`src/rtl/sys.sv`:
```
// Shared system types for the sys_mem read port.
package sys;

  typedef struct packed {
    logic        en;
    logic [31:0] addr;
    logic [3:0]  size;
  } mem_read_req_t;

  typedef struct packed {
    logic [31:0] data;
    logic        done;
  } mem_read_rsp_t;

endpackage

```
`src/rtl/mem_read_arbiter.sv`:
```
// Round-robin arbiter sharing the sys_mem read port among n_clients requesters.
// Each access runs IDLE -> ISSUE -> CAPTURE; malformed or out-of-range
// requests go IDLE -> ERROR and never reach memory.
module mem_read_arbiter #(
  parameter int unsigned n_clients  = 4,
  parameter int unsigned addr_width = 32,
  parameter int unsigned word_bytes = 4,
  parameter int unsigned mem_size   = 1024
) (
  input  logic                             clk,
  input  logic                             rst,
  input  logic [n_clients-1:0]             cli_req_valid,
  output logic [n_clients-1:0]             cli_req_ready,
  input  logic [n_clients*addr_width-1:0]  cli_req_addr,
  input  logic [n_clients*4-1:0]           cli_req_size,
  output logic [n_clients-1:0]             cli_rsp_valid,
  output logic                             cli_rsp_err,
  output logic [8*word_bytes-1:0]          cli_rsp_data,
  output sys::mem_read_req_t               mem_req,
  input  sys::mem_read_rsp_t               mem_rsp
);

  localparam int unsigned ptr_w  = $clog2(n_clients);
  localparam int unsigned data_w = 8 * word_bytes;
  localparam logic [addr_width:0] mem_lim = (addr_width + 1)'(mem_size);

  localparam logic [1:0] IDLE    = 2'd0;
  localparam logic [1:0] ISSUE   = 2'd1;
  localparam logic [1:0] CAPTURE = 2'd2;
  localparam logic [1:0] ERROR   = 2'd3;

  logic [1:0]            state;
  logic [ptr_w-1:0]      rr_ptr;
  logic [ptr_w-1:0]      lat_g;
  logic [addr_width-1:0] lat_addr;
  logic [3:0]            lat_size;

  logic                  gnt_found;
  logic [ptr_w-1:0]      gnt_idx;
  int unsigned           cand;
  logic [addr_width-1:0] sel_addr;
  logic [3:0]            sel_size;
  logic [addr_width:0]   end_addr;
  logic                  req_bad;
  logic [data_w-1:0]     rdata;
  logic                  unused_rsp_done;

  assign unused_rsp_done = mem_rsp.done;

  // Round-robin search starting at rr_ptr, plus request validation of the winner.
  always_comb begin
    gnt_found = 1'b0;
    gnt_idx   = '0;
    cand      = 0;
    for (int unsigned i = 0; i < n_clients; i++) begin
      cand = (32'(rr_ptr) + i) % n_clients;
      if (!gnt_found && cli_req_valid[ptr_w'(cand)]) begin
        gnt_found = 1'b1;
        gnt_idx   = ptr_w'(cand);
      end
    end
    sel_addr = cli_req_addr[32'(gnt_idx)*addr_width +: addr_width];
    sel_size = cli_req_size[32'(gnt_idx)*4 +: 4];
    // One extra bit keeps addr+size from wrapping past the top of the address space.
    end_addr = {1'b0, sel_addr} + {{(addr_width-3){1'b0}}, sel_size};
    req_bad  = (sel_size == 4'd0) || (32'(sel_size) > word_bytes) || (end_addr > mem_lim);
  end

  // Accept strobe is only offered while idle, so mid-access requests wait.
  always_comb begin
    cli_req_ready = '0;
    if (state == IDLE && gnt_found) cli_req_ready[gnt_idx] = 1'b1;
  end

  // FSM, round-robin pointer and latched request fields.
  always_ff @(posedge clk) begin
    if (rst) begin
      state    <= IDLE;
      rr_ptr   <= '0;
      lat_g    <= '0;
      lat_addr <= '0;
      lat_size <= '0;
    end else begin
      case (state)
        IDLE: begin
          if (gnt_found) begin
            lat_g    <= gnt_idx;
            lat_addr <= sel_addr;
            lat_size <= sel_size;
            rr_ptr   <= (32'(gnt_idx) == n_clients - 1) ? '0 : gnt_idx + 1'b1;
            state    <= req_bad ? ERROR : ISSUE;
          end
        end
        ISSUE:   state <= CAPTURE;
        CAPTURE: state <= IDLE;
        ERROR:   state <= IDLE;
        default: state <= IDLE;
      endcase
    end
  end

  // Memory request is driven only during ISSUE.
  always_comb begin
    mem_req = '0;
    if (state == ISSUE) begin
      mem_req.en   = 1'b1;
      mem_req.addr = 32'(lat_addr);
      mem_req.size = lat_size;
    end
  end

  // Response to the latched client; bytes beyond the requested size read as zero.
  always_comb begin
    rdata         = data_w'(mem_rsp.data);
    cli_rsp_valid = '0;
    cli_rsp_err   = 1'b0;
    cli_rsp_data  = '0;
    if (state == CAPTURE) begin
      cli_rsp_valid[lat_g] = 1'b1;
      for (int unsigned b = 0; b < word_bytes; b++) begin
        if (b < 32'(lat_size)) cli_rsp_data[8*b +: 8] = rdata[8*b +: 8];
      end
    end else if (state == ERROR) begin
      cli_rsp_valid[lat_g] = 1'b1;
      cli_rsp_err          = 1'b1;
    end
  end

endmodule

```
`config.mk`:
```
export PLATFORM = sky130hd
export DESIGN_NAME = mem_read_arbiter
export DESIGN_NICKNAME = d
export VERILOG_FILES = /design/src/rtl/sys.sv /design/src/rtl/mem_read_arbiter.sv
export SDC_FILE = /design/constraint.sdc
export NUM_CORES = 1
export LEC_CHECK = 0
export ABC_AREA = 1
export BUFFER_PORTS_ARGS = -buffer_cell sky130_fd_sc_hd__buf_4
export CAP_MARGIN = 20
export CORE_ASPECT_RATIO = 2
export CORE_MARGIN = 3
export CORE_UTILIZATION = 53
export CTS_BUF_LIST = sky130_fd_sc_hd__clkbuf_2 sky130_fd_sc_hd__clkbuf_4 sky130_fd_sc_hd__clkbuf_8
export CTS_CLUSTER_SIZE = 30
export DETAILED_ROUTE_END_ITERATION = 8
export PLACE_DENSITY = 0.9
export SYNTH_ARGS = -nofsm -noshare
export SYNTH_HDL_FRONTEND = slang
export SYNTH_SLANG_ARGS = --single-unit
export TNS_END_PERCENT = 10
```
`constraint.sdc`:
```
create_clock -name clk -period 12.5 [get_ports clk]
set_input_delay 1.25 -clock clk [delete_from_list [all_inputs] [get_ports clk]]
set_output_delay 1.25 -clock clk [all_outputs]
set_load 0.005 [all_outputs]
```
# Word level (Yosys, flattened, before mapping)
# Index checks and enable logic that the tools add are counted.
dict set report classes {
  n_addsub 5
  n_lt_le_gt_ge 14
  eq_ne 5
  n_shift 2
  n_mux 35
  n_reduce_logical 15
}
# operator n
set op_table {}
lappend op_table {{128-bit by 8-bit indexed part select with 32-bit output} 1}
lappend op_table {{37-bit two-way mux} 1}
lappend op_table {{32-bit by 4-bit adder with 33-bit output} 1}
lappend op_table {{33-bit by 11-bit > comparator with 1-bit output (second input constant)} 1}
lappend op_table {{32-bit two-way mux} 1}
lappend op_table {{8-bit two-way mux} 4}
lappend op_table {{2-bit by 3-bit less-than comparator with 1-bit output (second input constant)} 6}
lappend op_table {{16-bit by 5-bit indexed part select with 4-bit output} 1}
lappend op_table {{2-bit two-way mux} 7}
lappend op_table {{1-bit two-way mux} 12}
lappend op_table {{4-bit two-way mux} 3}
lappend op_table {{1-bit binary-select mux with 2-bit select} 4}
lappend op_table {{1-bit by 4-bit less-than comparator with 1-bit output (first input constant)} 2}
lappend op_table {{2-bit by 4-bit less-than comparator with 1-bit output (first input constant)} 2}
lappend op_table {{2-bit equality test (second input constant)} 3}
lappend op_table {{1-bit logical AND} 6}
lappend op_table {{2-bit case mux with 3 select lines} 1}
lappend op_table {{2-bit by 1-bit adder with 2-bit output (second input constant)} 2}
lappend op_table {{2-bit adder (second input constant)} 2}
lappend op_table {{1-bit demux with 2-bit select} 2}
lappend op_table {{2-bit by 1-bit >= comparator with 1-bit output (second input constant)} 2}
lappend op_table {{4-bit by 3-bit > comparator with 1-bit output (second input constant)} 1}
lappend op_table {{4-bit zero test} 1}
lappend op_table {{1-bit zero test} 3}
lappend op_table {{6 further kinds} 7}
dict set report totals {
  register_bits 42
  inputBits 183
  output_inout_bits 78
  word_cells 81
}

# Depth between registers and ports, before layout
# Gate-level depths: netlist of run 1.
dict set report depth {
  ltp_word 19
  depth_mapped 35
  depth_no_buf 32
}

# Worst setup path before layout of run 1
# Ideal clock, no wire load.
dict set report synth_timing {
  kind {input port to flip-flop}
  startpoint {input cli_req_valid[3]}
  endpoint {register state[1]}
  setup_time_ps 121
  t_arrival_ps 4682
  required_time_ps 12379
  setup_slack_ps 7697
  cell_stages 29
  n_path_buf 3
  path_cell_list {inv_1 > nand2_1 > nand3_1 > nand2_2 > nor2_4 > nand3_4 > nand3_4 > buf_6 > buf_2 > buf_2 > nor2_1 > o22ai_1 > ha_1 > inv_1 > fa_1 > nand3b_1 > and2_1 > inv_1 > nand3_2 > nor2_4 > nand3_2 > nor2_4 > nand2_1 > nand2_1 > nand2_1 > inv_1 > nand3_1 > nor2_2 > a21oi_2}
}
dict set report synth_between {
  elab_chain_len 19
  elab_cells_between_ends 34
  cone_classes {1 x add/sub; 2 x order compare; 1 x eq/ne; 2 x shift; 19 x mux; 9 x reduce/logical}
}
# item line
set synth_lines {}
lappend synth_lines {{start, declared} mem_read_arbiter.sv:12} ;# input logic [n_clients-1:0] cli_req_valid,
lappend synth_lines {{1-bit binary-select mux with 2-bit select} mem_read_arbiter.sv:57} ;# if (!gnt_found && cli_req_valid[ptr_w'(cand)]) begin
lappend synth_lines {{1-bit two-way mux (implied by the code)} mem_read_arbiter.sv:57}
lappend synth_lines {{1-bit two-way mux} mem_read_arbiter.sv:57}
lappend synth_lines {{1-bit zero test} mem_read_arbiter.sv:57}
lappend synth_lines {{1-bit logical AND} mem_read_arbiter.sv:57}
lappend synth_lines {{1-bit two-way mux} mem_read_arbiter.sv:57}
lappend synth_lines {{1-bit zero test} mem_read_arbiter.sv:57}
lappend synth_lines {{1-bit logical AND} mem_read_arbiter.sv:57}
lappend synth_lines {{[4 not listed]} -}
lappend synth_lines {{128-bit by 8-bit indexed part select with 32-bit output (*)} mem_read_arbiter.sv:62} ;# sel_addr = cli_req_addr[32'(gnt_idx)*addr_width +: addr_width];
lappend synth_lines {{net sel_addr[0]} mem_read_arbiter.sv:41} ;# logic [addr_width-1:0] sel_addr;
lappend synth_lines {{32-bit by 4-bit adder with 33-bit output (*)} mem_read_arbiter.sv:65} ;# end_addr = {1'b0, sel_addr} + {{(addr_width-3){1'b0}}, sel_size};
lappend synth_lines {{33-bit by 11-bit > comparator with 1-bit output (*)} mem_read_arbiter.sv:66} ;# req_bad = (sel_size == 4'd0) || (32'(sel_size) > word_bytes) || (end_addr > mem_lim);
lappend synth_lines {{1-bit logical OR (*)} mem_read_arbiter.sv:66}
lappend synth_lines {{2-bit two-way mux (*)} mem_read_arbiter.sv:91} ;# state <= req_bad ? ERROR : ISSUE;
lappend synth_lines {{2-bit two-way mux (*)} mem_read_arbiter.sv:86} ;# if (gnt_found) begin
lappend synth_lines {{2-bit case mux with 3 select lines (*)} mem_read_arbiter.sv:84} ;# case (state)
lappend synth_lines {{end signal, assigned} mem_read_arbiter.sv:91}
lappend synth_lines {{end, declared} mem_read_arbiter.sv:32} ;# logic [1:0] state;
# Mark *: on every way through the listed nets, which the timed path passes. The rest lies on a longest branch. The select of a mux whose other input is x is not followed.
# A chain may end at the register's enable or synchronous reset.

# Worst setup path in the final report of run 1
# Same ends and word-level chain as after synthesis.

==> results_dict.tcl, run 1 <==
set metrics [dict create \
    status "completed" \
    path_clk_slew_ns 0.07 \
    crit_required_ns 12.68 \
    drt_wl_total_um 19040 \
    cap_violations 0 \
    tritoncts "built" \
    grt_pass1_vias 6508 \
    synth_top_area_frac 0.2107 \
    syn_nets 1240 \
    crit_arrival_ns 6.51 \
    hp-class "register to register" \
    final-setup-viol-count 0 \
    slew_headroom 0.3181 \
    met2_length_um 10440 \
    critPathMostFrequentCell "nand3_1" \
    worst-path-buf-inv 6 \
    top_layer "met4" \
    yosysWarnings 0 \
    h-tree-depth 2 \
    fin_crit_ns 6.326 \
    hold_viol 0 \
    hold_buffers 0 \
    diodes 0 \
    antenna_found_initial 0 \
    syn_inst 1048 \
    io_buffers 259 \
    wl_met1_um 6832 \
    grt_pass1_wl_um 29680 \
    io_pins 261 \
    clock_skew_ns 0.01314 \
    rows 52 \
    fillers 945 \
    critPathTopFamily "simple AND/OR/NAND/NOR gates" \
    post_cts_resized 0 \
    post-route-period-util 0.5061 \
    drtPass1Iterations 5 \
    routed_via_density 5.185 \
    die_w_um 78.31 \
    synthTopCellsByArea "nand2_1, dfxtp_1, inv_1" \
    start_util 0.5460 \
    post_cts_buffers 0 \
    fin_tns_setup_ns 0 \
    cts_buffers 5 \
    ff_latch_area_um2 840.8 \
    yosysTopAreaCell "nand2_1" \
    clk_latency_ns 0.30 \
    ant_nets 0 \
    hpwl_um 15280 \
    drt_iter0_drc 444 \
    grt_overflow 0 \
    dieArea_mm2 0.01179 \
    globalplace.congestion 1.016 \
    ys_ff_latch 42 \
    fp.dieH_um 150.6 \
    nets 1457 \
    clock-sinks 42 \
    coreArea_mm2 0.01015 \
    max_slew.worst_pin.slew_ns 1.023 \
    track_usage 0.3075 \
    drv_slew 0 \
    met3_length_um 1241 \
    max_freq_mhz 158.1 \
    grt_max_degree 111 \
    vias 7264 \
    clockRootBuffer "clkbuf_8" \
    crit_fanout 110 \
    crit_slowest_cell "buf_4" \
    syn_to_final_growth_pct 35.61 \
    slowest_delay_ns 0.80 \
    synth_area_mm2 0.005542 \
    synth.distinct_cells 43 \
    drt-wirelength-per-cell_um 13.59 \
    crit_path_start_kind "primary input" \
    syn_avg_cell_area_um2 5.288 \
    end_kind "register" \
    rsz0062_at_grt "no" \
    drive_gt1_frac 0.2567 \
    seq_area_frac_synth 0.1517 \
    worst-setup-path-type "primary input to register" \
    drc 0 \
    multiInputGateArea_mm2 0.003671 \
    cts.path.max_buffers 2 \
]
## cell usage in the layout (no fill, tap or decap), types with 3 or more instances in the layout
master	instances
inv_1	176
o21ai_1	9
ha_1	8
clkinv_1	4
dfxtp_1	42
nand3b_1	5
buf_4	263
o211ai_1	22
nand3_1	73
nor2_2	11
nand4_1	39
a21oi_1	51
inv_2	8
nor3b_1	8
clkbuf_8	5
o21ai_0	48
nand3_2	5
nand2_1	311
nand2_2	11
nor2_1	121
xor2_1	5
nor3_1	5
nor2_4	8
or2_2	3
## worst paths after layout
kind              endpoint  slack (ns)  cells past startpoint        startpoint
setup reg to reg  state[1]        6.57                     25         rr_ptr[0]
hold / removal    lat_g[1]        0.54                      2          lat_g[1]
hold reg to reg   lat_g[1]        0.54                      2          lat_g[1]
setup / recovery  state[1]        6.17                     25  cli_req_valid[3]
## worst reg2reg max path: cells and delay by family (launching register included)
family / cells / cell delay (ns)
xor gates and xnor gates: 1 / 0.19
DFF: 1 / 0.64
buffers and inverters: 4 / 1.36
and+or+nand+nor: 16 / 2.83
AOI/OAI and AO/OA: 3 / 0.51
adders and majority gates: 1 / 0.28
## routing by layer
| layer | vias up | global-route usage |
|---|---|---|
| met4 | 0 | 0.1095 |
| met2 | 291 | 0.6173 |
| li1 | 3708 | - |
| met5 | - | 0 |
| met3 | 37 | 0.03772 |
| met1 | 3228 | 0.3160 |
## Yosys cell counts, drive strengths merged
| master | instances |
|---|---|
| clkinv | 5 |
| nand3 | 80 |
| and2 | 2 |
| clkbuf | 21 |
| nand3b | 5 |
| o21ai | 57 |
| ha | 8 |
| nor2 | 140 |
| nand4 | 39 |
| or2 | 5 |
| nor3 | 5 |
| nor3b | 8 |
| inv | 186 |
| nand2 | 322 |
| o21a | 1 |
| xor2 | 5 |
| a32oi | 2 |
| fa | 1 |
| xnor2 | 1 |
| a211oi | 2 |
| buf | 33 |
| dfxtp | 42 |
| a21oi | 52 |
| o22ai | 2 |
| o2111ai | 1 |
| o211ai | 23 |
## through the flow
step | area, µm² | util | hold slack, ns | setup slack (ns) | instances
2_1_floorplan | 5542 | - | 0.4868 | 7.697 | 1048
3_3_place_gp | 7381 | 0.7272 | 0.5094 | 6.040 | 1392
3_5_place_dp | 7381 | 0.7272 | 0.5320 | 5.958 | 1392
4_1_cts | 7495 | 0.7384 | 0.5434 | 6.278 | 1400
5_1_grt | 7515 | 0.7404 | 0.5688 | 5.702 | 1401
6_report | 7515 | 0.7404 | 0.5439 | 6.174 | 1401
## area by class of cell
type	instances	area share
multi-input combinational	761	0.4885
timing repair buffer	264	0.2654
sequential	42	0.1119
clock inverter	1	0.003996
inverter	191	0.09657
tap	135	0.02248
clock buffer	7	0.01116
## registers in the layout (all words and copies together) (netlist names)
signal    cells
rr_ptr        2
lat_g         2
lat_addr     32
state         2
lat_size      4
## logic make-up (layout without fill, tap and decap cells)
logic type | Yosys count | count (layout) | share of synthesized area
and+or+nand+nor | 606 | 606 | 0.4882
DFF | 42 | 42 | 0.1517
adders and majority gates | 9 | 9 | 0.02168
buffers and inverters | 245 | 463 | 0.1867
xor gates and xnor gates | 6 | 6 | 0.009483
AOI/OAI and AO/OA | 140 | 140 | 0.1422
Power of run 1 is not shown: default switching activity piles up to over one toggle a cycle in this logic, so the estimate is an artifact.
==> run 2: changes to the inputs <==
- CORE_UTILIZATION: 53 -> 49
- PLACE_DENSITY: 0.9 -> 0.84
- clock period: 12.5 -> 6.2 ns (I/O delays scaled with it)
==> results_dict.tcl, run 2 (synthesis gave the netlist of run 1 again) <==
set metrics [dict create \
    h-tree-depth 2 \
    tritoncts "built" \
    end_kind "register" \
    clock-sinks 42 \
    rsz0062_at_grt "no" \
    power_density_mw_per_mm2 696.5 \
    fin_tns_setup_ns 0 \
    grt_pass1_vias 6383 \
    min_delay_worst_endpoint "lat_g[1]" \
    drv_slew 0 \
    top_layer "met4" \
    path_clk_slew_ns 0.08 \
    hold_buffers 0 \
    final_common_cell "nand2_1" \
    fp.dieH_um 156.4 \
    io_buffers 259 \
    worst-path-buf-inv 5 \
    nets 1458 \
    hp-class "register to register" \
    drt_iter0_drc 411 \
    final_cell_mix "nand2_1, buf_4, inv_1" \
    grt_overflow 0 \
    p_leak_nw 4.247 \
    largest_reg_flops 32 \
    final-setup-viol-count 0 \
    cap_violations 0 \
    post_cts_resized 0 \
    grt_max_degree 85 \
    crit_slowest_cell "dfxtp_1" \
    max_freq_mhz 189.4 \
    grt_pass1_wl_um 29290 \
    holdPathStages 2 \
    wl_met1_um 6758 \
    reg2reg_from "rr_ptr[0]" \
    vias 7088 \
    track_usage 0.2871 \
    crit_arrival_ns 5.47 \
    crit_path_start_kind "register" \
    dieArea_mm2 0.01270 \
    slew_headroom 0.3680 \
    drt_wl_total_um 18930 \
    clk_latency_ns 0.30 \
    met3_length_um 1227 \
    power_mw 5.210 \
    drt-wirelength-per-cell_um 13.46 \
    syn_to_final_growth_pct 35.00 \
    r2r_end "state[1]" \
    met2_length_um 10090 \
    cts_buffers 5 \
    diodes 0 \
    ant_nets 0 \
    post-route-period-util 0.8515 \
    hold_viol 0 \
    ir_drop_mv 1.067 \
    rows 54 \
    clock_skew_ns 0.009541 \
    largestRegisters "lat_addr x32, lat_size x4" \
    reg2reg_slack_ns 0.92 \
    hpwl_um 15380 \
    r2r_cells 31 \
    crit_fanout 34 \
    globalplace.congestion 0.9605 \
    post_cts_buffers 0 \
    crit_required_ns 6.39 \
    worst-setup-path-type "register to register" \
    cts.path.max_buffers 2 \
    drc 0 \
    critPathTopFamily "simple AND/OR/NAND/NOR gates" \
    start_util 0.5063 \
    io_pins 261 \
    die_w_um 81.20 \
    status "completed" \
    antenna_found_initial 0 \
    critPathMostFrequentCell "nand2_1" \
    drive_gt1_frac 0.2567 \
    drtPass1Iterations 5 \
    routed_via_density 5.041 \
    clockRootBuffer "clkbuf_8" \
    fin_crit_ns 5.279 \
    max_slew.worst_pin.slew_ns 0.9421 \
    coreArea_mm2 0.01095 \
    holdCritStartpoint "lat_g[1]" \
    slowest_delay_ns 0.61 \
    regMostFlops "lat_addr" \
]
## run 2: final cells by class
| class | instances | area, µm² |
|---|---|---|
| well taps | 140 | 175.2 |
| multi-input cells | 761 | 3671 |
| fillers | 1095 | 3465 |
| inverters | 191 | 725.7 |
| clock buffers | 5 | 68.82 |
| repair buffers | 265 | 1989 |
| clock inverters | 2 | 10.01 |
| flip-flops and latches | 42 | 840.8 |
## run 2: how the worst max path moves through the flow
stage                startpoint  endpoint  slack (ns)  cells past startpoint
5_1_grt               rr_ptr[0]  state[1]        0.44                     31
4_1_cts               rr_ptr[0]  state[1]        0.98                     29
3_5_place_dp   cli_req_valid[3]  state[1]        0.90                     31
2_1_floorplan  cli_req_valid[3]  state[1]        2.03                     29
6_report              rr_ptr[0]  state[1]        0.92                     31
3_3_place_gp   cli_req_valid[3]  state[1]        0.95                     29
## run 2: through the flow
step	setup slack, ns	hold slack, ns	cell area [µm²]	util	std cells
6_report	0.9205	0.5483	7481	0.6835	1406
5_1_grt	0.4389	0.5789	7481	0.6835	1406
4_1_cts	0.9844	0.5517	7481	0.6835	1406
3_5_place_dp	0.8998	0.5392	7402	0.6763	1399
3_3_place_gp	0.9522	0.5083	7402	0.6763	1399
2_1_floorplan	2.027	0.4868	5542	-	1048
## run 2: tightest hold or removal path, stage by stage, from the launching register on
cell,delay [ns]
dfxtp_1,0.33
inv_1,0.10
a211oi_1,0.08
## run 2: metal layers
| layer | vias up | global-route usage |
|---|---|---|
| li1 | 3707 | - |
| met1 | 3060 | 0.3017 |
| met2 | 268 | 0.5418 |
| met3 | 53 | 0.03744 |
| met4 | 0 | 0.1354 |
| met5 | - | 0 |
## run 2: report_power, final
part           internal [mW]  switching [mW]  leakage (nW)
combinational           1.44            3.17          3.85
clock                 0.0756          0.0928        0.0438
sequential             0.380          0.0489         0.349
total                   1.89            3.32          4.25
Power figures use the tool's default switching activity.
